--- src/rtl/mem_access_unit.sv ---
// MEM-stage load/store initiator: one request at a time against a 64-bit-word data memory.
// Latency from acceptance: error 1 cycle, load and dword store 2 cycles, sub-dword store 3 cycles (read-modify-write).
// Backpressure: req_ready is low from acceptance until the unit is idle again; the response pulse cannot be stalled.
module mem_access_unit #(
    parameter int MEM_WORDS_LOG2 = 6
) (
    input  logic        clk,
    input  logic        rst,
    input  logic        req_valid,
    output logic        req_ready,
    input  logic        req_we,
    input  logic [1:0]  req_size,
    input  logic        req_unsigned,
    input  logic [63:0] req_addr,
    input  logic [63:0] req_wdata,
    output logic        resp_valid,
    output logic        resp_err,
    output logic [63:0] resp_rdata,
    output logic        datamem_ena,
    output logic        memwb_ena,
    output logic [63:0] mem_r_addr,
    output logic [63:0] mem_w_addr,
    output logic [63:0] mem_w_data,
    input  logic [63:0] mem_r_data
);

    localparam int RANGE_LSB = MEM_WORDS_LOG2 + 3;

    typedef enum logic [1:0] {
        IDLE = 2'd0,
        RD   = 2'd1,
        WR   = 2'd2,
        RESP = 2'd3
    } state_t;

    state_t state, state_nxt;

    logic        accept;
    logic        misaligned;
    logic        out_of_range;
    logic        req_err;

    logic        we_q;
    logic [1:0]  size_q;
    logic        uns_q;
    logic [63:0] addr_q;
    logic        err_q;
    // Holds the store data on acceptance, then the merged word after RD.
    logic [63:0] word_q;
    logic [63:0] rdata_q;

    logic [63:0] word_idx;
    logic [5:0]  shift;
    logic [63:0] size_mask;
    logic [63:0] lane_raw;
    logic [63:0] load_val;
    logic [63:0] merged;

    assign accept = req_valid && req_ready;

    always_comb begin
        misaligned = 1'b0;
        case (req_size)
            2'd0:    misaligned = 1'b0;
            2'd1:    misaligned = req_addr[0];
            2'd2:    misaligned = |req_addr[1:0];
            default: misaligned = |req_addr[2:0];
        endcase
    end

    assign out_of_range = |req_addr[63:RANGE_LSB];
    assign req_err      = misaligned || out_of_range;

    assign word_idx = {3'b000, addr_q[63:3]};
    assign shift    = {addr_q[2:0], 3'b000};

    always_comb begin
        size_mask = 64'h0;
        case (size_q)
            2'd0:    size_mask = 64'h0000_0000_0000_00FF;
            2'd1:    size_mask = 64'h0000_0000_0000_FFFF;
            2'd2:    size_mask = 64'h0000_0000_FFFF_FFFF;
            default: size_mask = 64'hFFFF_FFFF_FFFF_FFFF;
        endcase
    end

    assign lane_raw = mem_r_data >> shift;

    // Sign source is the MSB of the addressed lane.
    always_comb begin
        load_val = 64'h0;
        case (size_q)
            2'd0:    load_val = uns_q ? {56'h0, lane_raw[7:0]}
                                      : {{56{lane_raw[7]}}, lane_raw[7:0]};
            2'd1:    load_val = uns_q ? {48'h0, lane_raw[15:0]}
                                      : {{48{lane_raw[15]}}, lane_raw[15:0]};
            2'd2:    load_val = uns_q ? {32'h0, lane_raw[31:0]}
                                      : {{32{lane_raw[31]}}, lane_raw[31:0]};
            default: load_val = lane_raw;
        endcase
    end

    assign merged = (mem_r_data & ~(size_mask << shift)) | ((word_q & size_mask) << shift);

    // State register
    always_ff @(posedge clk or posedge rst) begin
        if (rst) begin
            state <= IDLE;
        end else begin
            state <= state_nxt;
        end
    end

    // Next-state logic
    always_comb begin
        state_nxt = state;
        case (state)
            IDLE: begin
                if (accept) begin
                    if (req_err) begin
                        state_nxt = RESP;
                    end else if (req_we && (req_size == 2'd3)) begin
                        state_nxt = WR;
                    end else begin
                        state_nxt = RD;
                    end
                end
            end
            RD:      state_nxt = we_q ? WR : RESP;
            WR:      state_nxt = RESP;
            default: state_nxt = IDLE;
        endcase
    end

    // Request capture and datapath registers
    always_ff @(posedge clk or posedge rst) begin
        if (rst) begin
            we_q    <= 1'b0;
            size_q  <= 2'd0;
            uns_q   <= 1'b0;
            addr_q  <= 64'h0;
            err_q   <= 1'b0;
            word_q  <= 64'h0;
            rdata_q <= 64'h0;
        end else begin
            if (accept) begin
                we_q   <= req_we;
                size_q <= req_size;
                uns_q  <= req_unsigned;
                addr_q <= req_addr;
                err_q  <= req_err;
                word_q <= req_wdata;
            end
            if ((state == RD) && we_q) begin
                word_q <= merged;
            end
            // resp_rdata only changes on entry to RESP, so it holds between responses.
            if ((state_nxt == RESP) && (state != RESP)) begin
                rdata_q <= ((state == RD) && !we_q) ? load_val : 64'h0;
            end
        end
    end

    // Output logic
    always_comb begin
        req_ready   = 1'b0;
        resp_valid  = 1'b0;
        resp_err    = 1'b0;
        datamem_ena = 1'b0;
        memwb_ena   = 1'b0;
        mem_r_addr  = 64'h0;
        mem_w_addr  = 64'h0;
        mem_w_data  = 64'h0;
        case (state)
            IDLE: req_ready = !rst;
            RD: begin
                memwb_ena  = 1'b1;
                mem_r_addr = word_idx;
            end
            WR: begin
                datamem_ena = 1'b1;
                mem_w_addr  = word_idx;
                mem_w_data  = word_q;
            end
            default: begin
                resp_valid = 1'b1;
                resp_err   = err_q;
            end
        endcase
    end

    assign resp_rdata = rdata_q;

endmodule

--- config.mk ---
export PLATFORM = sky130hd
export DESIGN_NAME = mem_access_unit
export DESIGN_NICKNAME = d
export VERILOG_FILES = /design/src/rtl/mem_access_unit.sv
export SDC_FILE = /design/constraint.sdc
export NUM_CORES = 1
export LEC_CHECK = 0
export ABC_CLOCK_PERIOD_IN_PS = 7150
export BUFFER_PORTS_ARGS = -buffer_cell sky130_fd_sc_hd__clkbuf_2
export CAP_MARGIN = 10
export CORE_AREA = 2 2 180 182
export CTS_CLUSTER_SIZE = 30
export DETAILED_ROUTE_END_ITERATION = 6
export DIE_AREA = 0 0 182 184
export GPL_ROUTABILITY_DRIVEN = 1
export HOLD_SLACK_MARGIN = 0.03
export PLACE_DENSITY_LB_ADDON = 0.25
export SLEW_MARGIN = 20
export SYNTH_ARGS = -nofsm -noshare
export SYNTH_HDL_FRONTEND = slang
export SYNTH_SLANG_ARGS = --single-unit
--- constraint.sdc ---
create_clock -name clk -period 7.15 [get_ports clk]
set_input_delay 0 -clock clk [delete_from_list [all_inputs] [get_ports clk]]
set_output_delay 0 -clock clk [all_outputs]
set_load 0.05 [all_outputs]
==> reports/metrics.csv, run 1 <==
metric,value,unit
endpoint,word_q[50],
critPathKind,flip-flop to flip-flop,
yosys.area_share.simple,0.271,
hp-class,input port to flip-flop,
ys.flop_type,dfrtp_1,
muxShareOfSynthArea,0.105,
grt_pass1_wl,92.7,mm
synth_area_leader_cell,dfrtp_1,
worst_pin_slew,988,ps
track_usage,0.368,
worstSetupEndpointType,flip-flop,
hpwlAfterDp,44.8,mm
ys_top_cells_by_count,"460 x nand2_1, 199 x dfrtp_1, 196 x and2_1, 96 x clkbuf_1",
rr_startpoint,addr_q[0],
power_density,526,mW/mm²
slowest_delay,800,ps
vias,15500,
h-tree-depth,4,
netSwitchingPower,5.54,mW
ys_seq_elements,199,
num_rows,65,
critPathMaxFanout,29,
clk_latency,450,ps
fin_skew,11.3,ps
finalWeightedCongestion,0.959,
grt_max_degree,128,
die_h,184,µm
fin_crit,3850,ps
slowest_stage,clkinv_1,
start_util,0.430,
synth_top_family_by_area,simple AND/OR/NAND/NOR gates,
critPathArrivalTime,4240,ps
cts_buffer_depth,2,
synth_area_leaders,"dfrtp_1 37%, nand2_1 13%, and2_1 9.1%, mux2i_1 6.0%, a21oi_1 3.0%",
ff2ff_setup_slack,3300,ps
period_share,0.539,
cts.clk_slew.worst_paths,80,ps
drt.antenna.violating_nets,0,
outcome,finished clean,
grt_overflow,0,
dieArea,0.0335,mm²
p_leak,8.89,nW
crit_path_cell_trace,clkinv_1 > a21oi_2 > a22oi_1 > o22a_1 > a21o_1 > a32oi_1 > dlygate4sd3_1,
drc,0,
fin_nets,2416,
total_power,9.57,mW
wl_per_cell,23.8,µm
die_x,182,µm
synth_fa_ha_area_frac,0.00370,
final_cell_area,0.0182,mm²
relSlewSlack,0.341,
drt-initial-drc-count,1752,
tritoncts,yes,
intPower,4.03,mW
antenna_found_initial,3,
cts_root_buf,clkbuf_16,
slew_violations,0,
ys_seq_area_frac,0.369,
dr.pass1.iters,6,
timing.rr.end,word_q[50],
drive_above_1_share,0.261,
vias_per_cell,5.88,
fin_ws,3300,ps
tns,0,ps
switching_share,0.578,
rsz0062_at_grt,no,
worstSetupStartpointType,flip-flop,
postSynthAreaPerCell,7.98,µm²
p_comb_frac,0.665,
ir_worst_vdd,0.302,mV
ios,460,
finalHoldViolations,0,
clock-sinks,199,
yosysWarnings,0,
max-cap-violations,0,
synth_top_area_frac,0.369,
cp.required,7540,ps
clock_power_share,0.104,
io_buffer_count,453,
hold_ws,40.7,ps
worstRegToRegCells,7,
core,0.0314,mm²
dp_slack,3420,ps
finalSetupViolCount,0,
startpoint,addr_q[0],
synth_edf_count,0,
placedInstanceArea,0.0158,mm²
synthXorXnorAreaFrac,0,
syn-cell-area,0.0135,mm²
seq_power_share,0.231,
synthArstFlopShare,1.00,
synthDistinctLibCells,52,
syn_inst,1693,
synth.most_common_cell,nand2_1,
synth_compound_area_frac,0.198,
cts_buffers,17,
maxClockFrequency,259,MHz
wirelength,62.6,mm
synthToLayoutAreaGrowth,34.5,%
first_global_vias,14900,
power groups by stage:
stage               registers (mW)  logic (mW)  clock network (mW)
global route                  2.24        6.74                1.06
global placement              2.19        5.92                   0
CTS                           2.18        6.24                1.01
detailed placement            2.19        5.99                   0
finish                        2.21        6.37               0.997
floorplan                     2.22        4.36                   0
layout by cell type, fill, tap and decap left out, types with 33 or more instances in the layout:
master | netlist | final
nand2_1 | 460 | 458
o21ai_0 | 70 | 70
nor2_1 | 63 | 62
and2_1 | 196 | 196
a21oi_1 | 81 | 81
mux2i_1 | 81 | 81
clkbuf_2 | 1 | 454
dfrtp_1 | 199 | 196
dlygate4sd3_1 | 0 | 173
a211oi_1 | 33 | 33
a22oi_1 | 33 | 33
a31oi_1 | 48 | 48
worst min-delay path by stage:
stage,start,endpoint,slack (ps),cells after the start
2_1_floorplan,req_addr[10],addr_q[10],110,2
3_3_place_gp,req_addr[6],addr_q[6],190,3
3_5_place_dp,req_addr[6],addr_q[6],190,3
4_1_cts,mem_r_data[53],word_q[53],30,3
5_1_grt,mem_r_data[59],resp_rdata[59],40,3
6_report,mem_r_data[59],resp_rdata[59],40,3
through the flow:
step / utilization / cells
global placement: 0.503 / 2420
global route: 0.579 / 2630
detailed placement: 0.503 / 2420
finish: 0.579 / 2632
CTS: 0.577 / 2625
floorplan: - / 1698
routing by layer:
layer / wire, µm / global-route usage / vias up
met5: 15 / 0 / -
met4: 3520 / 0.193 / 2
met3: 5130 / 0.0567 / 179
met2: 29700 / 0.605 / 955
met1: 24300 / 0.469 / 7415
li1: - / - / 6923
state kept, by name, indices dropped and copies added (netlist names):
signal and flops:
word_q 64, size_q 2, we_q 1, resp_rdata 64
state 2, uns_q 1, addr_q 64, err_q 1
kinds of logic (layout without fill, tap and decap cells):
| group | Yosys count | after routing |
|---|---|---|
| other | 1 | 10 |
| adders and majority gates | 4 | 4 |
| DFF | 199 | 199 |
| muxes | 120 | 120 |
| and+or+nand+nor | 800 | 800 |
| AOI/OAI and AO/OA | 407 | 407 |
| buffers and inverters | 162 | 690 |
worst max-delay path: cells and delay by family (launching register included):
kind                   cells  cell delay [ps]
AOI/OAI and AO/OA          5             1630
buffers and inverters      2             1390
DFF                        1              750
final cells by class:
cell class / instances / area [µm²]
antenna: 4 / 10.0
clock buffer: 18 / 429
clock inverter: 14 / 158
fill: 2876 / 13200
inverter: 11 / 48.8
multi-input combinational: 1337 / 7850
sequential: 199 / 4990
tap: 402 / 503
timing repair buffer: 647 / 4190
repair_timing:
| action | 4_1_cts | 5_1_grt |
|---|---|---|
| endpoints found under the hold margin | 263 | 0 |
| hold buffers | 173 | 0 |
| gates resized for setup | 0 | 0 |
| setup buffers | 0 | 0 |
Note: power is estimated with default switching activity, not from simulation.
==> inputs of run 2 (changes only) <==
--- a/config.mk
+++ b/config.mk
@@ -5,7 +5,7 @@
 export SDC_FILE = /design/constraint.sdc
 export NUM_CORES = 1
 export LEC_CHECK = 0
-export ABC_CLOCK_PERIOD_IN_PS = 7150
+export ABC_CLOCK_PERIOD_IN_PS = 4050
 export BUFFER_PORTS_ARGS = -buffer_cell sky130_fd_sc_hd__clkbuf_2
 export CAP_MARGIN = 10
 export CORE_AREA = 2 2 180 182
==> constraint.sdc (replaced) <==
create_clock -name clk -period 4.05 [get_ports clk]
set_input_delay 0 -clock clk [delete_from_list [all_inputs] [get_ports clk]]
set_output_delay 0 -clock clk [all_outputs]
set_load 0.05 [all_outputs]
==> reports/metrics.csv, run 2 (synthesized netlist as in run 1, its figures left out) <==
metric,value,unit,change
tritoncts,yes,,
num_rows,65,,unchanged
dr.pass1.iters,7,,+1
cts_buffers,17,,unchanged
finalHoldViolations,0,,unchanged
cts_buffer_depth,2,,unchanged
crit_path_frequent_cell,a21oi_1,,
grt_max_degree,133,,+3.9%
critPathKind,flip-flop to flip-flop,,
ir_worst_vdd,0.606,mV,+100%
dp_slack,982,ps,-2430 ps
track_usage,0.361,,-0.00690
busiest_layer,met2,,
critical_path.top_delay_family,buffers and inverters,,
slowest_delay,860,ps,+60 ps
worstSetupEndpointType,flip-flop,,
die_h,184,µm,unchanged
fin_crit,3420,ps,-434 ps
finish.utilization,0.587,,+0.00829
stdcell_count,2660,,+1.1%
outcome,finished clean,,
final_cell_mix,"458 x nand2_1, 453 x clkbuf_2, 196 x and2_1, 196 x dfrtp_1, 179 x dlygate4sd3_1",,
synthToLayoutAreaGrowth,36.5,%,
fin_ws,630,ps,-2670 ps
p_leak,9.04,nW,+1.6%
dieArea,0.0335,mm²,unchanged
wirelength,61.9,mm,-1.2%
h-tree-depth,4,,unchanged
grtUsageMet1,0.449,,-0.0197
drc,0,,unchanged
wl_per_cell,23.3,µm,-2.2%
final_cell_area,0.0184,mm²,+1.4%
rsz0062_at_grt,no,,
slew_violations,0,,unchanged
fin_nets,2446,,+1.2%
vias_per_cell,5.84,,-0.66%
drive_above_1_share,0.268,,+0.00717
drt-initial-drc-count,1660,,-5.3%
worstSetupStartpointType,flip-flop,,
cp.required,4390,ps,-3150 ps
hp-class,input port to flip-flop,,
slowest_stage,dfrtp_4,,
power_density,929,mW/mm²,+76%
cts.clk_slew.worst_paths,80,ps,about the same
met2_usage,0.599,,-0.00580
core,0.0314,mm²,unchanged
relSlewSlack,0.323,,-0.0177
crit_path_cell_trace,buf_4 > mux4_2 > a21oi_1 > a21oi_1 > a211oi_1 > a31oi_1 > dlygate4sd3_1,,
hpwlAfterDp,45.2,mm,+0.89%
cp_num_buf_inv,2,,unchanged
maxClockFrequency,292,MHz,+13%
ios,460,,unchanged
clk_latency,460,ps,about the same
first_global_vias,14800,,-0.87%
finalSetupViolCount,0,,unchanged
grtUsageMet3,0.0695,,+0.0129
fill_cells,2917,,+1.4%
fin_skew,13.8,ps,+2.51 ps
cts_root_buf,clkbuf_16,,
antenna_found_initial,2,,-1
grt_pass1_wl,91.0,mm,-1.8%
die_x,182,µm,unchanged
critPathMaxFanout,59,,+100%
placedInstanceArea,0.0160,mm²,+1.6%
ff_latch_area,0.00499,mm²,unchanged
cts_resized,0,,unchanged
max-cap-violations,0,,unchanged
start_util,0.430,,unchanged
drt.antenna.violating_nets,0,,unchanged
tns,0,ps,unchanged
worst_pin_slew,1010,ps,+25.5 ps
dp_cells,2447,,+1.1%
period_share,0.845,,+0.305
finalWeightedCongestion,0.979,,+2.0%
critPathArrivalTime,3760,ps,-480 ps
vias,15500,,+0.39%
layout.cells.most_common,nand2_1,,
multi_input_area,0.00785,mm²,about the same
clock-sinks,199,,unchanged
grt_overflow,0,,unchanged
io_buffer_count,453,,unchanged
## run 2: path summary, 6_finish.rpt
| check | from | endpoint | slack, ps | depth (start not counted) |
|---|---|---|---|---|
| worst max-delay path | addr_q[0] | word_q[59] | 630 | 7 |
| worst min-delay path | mem_r_data[53] | word_q[53] | 40 | 3 |
| worst max register to register | addr_q[0] | word_q[59] | 630 | 7 |
| worst min register to register | resp_rdata[36] | resp_rdata[36] | 480 | 2 |
| max in group asynchronous | rst | word_q[52] | 2650 | 4 |
| min in group asynchronous | rst | err_q | 350 | 3 |
## run 2: layer usage
metal / wire length, µm / vias up
met5: 0 / -
met2: 29300 / 947
met1: 23800 / 7428
li1: - / 6966
met3: 5420 / 194
met4: 3360 / 0
## run 2: timing repair
| action | in CTS | in global routing |
|---|---|---|
| hold endpoints to repair | 177 | 0 |
| buffers inserted | 0 | 0 |
| hold buffers | 179 | 0 |
| setup endpoints to repair | 0 | 0 |
## run 2: worst register-to-register path: cells and delay by family (launching register included)
kind | cells | cell delay [ps]
AO/OA/AOI/OAI | 4 | 520
buffers and inverters | 2 | 1270
multiplexers | 1 | 650
flip-flops | 1 | 860
## run 2: final cells by class
type,count,area share
Clock inverter,15,0.00957
Antenna cell,2,0.000271
Multi-Input combinational cell,1337,0.426
Inverter,11,0.00244
Tap cell,402,0.0273
Timing Repair Buffer,677,0.241
Clock buffer,17,0.0231
Sequential cell,199,0.270
## run 2: power breakdown
part	switching, mW	total (mW)	internal (mW)	leakage, nW
combinational	7.81	11.4	3.59	6.25
clock	0.920	1.81	0.889	0.293
sequential	1.09	3.92	2.83	2.50
total	9.82	17.1	7.31	9.04
## run 2: through the flow
step	power [mW]	hold WS, ps
after floorplan	11.6	105
after global placement	14.5	195
after detailed placement	14.6	201
after CTS	16.9	38.9
after global routing	18.0	38.2
final	17.1	42.7
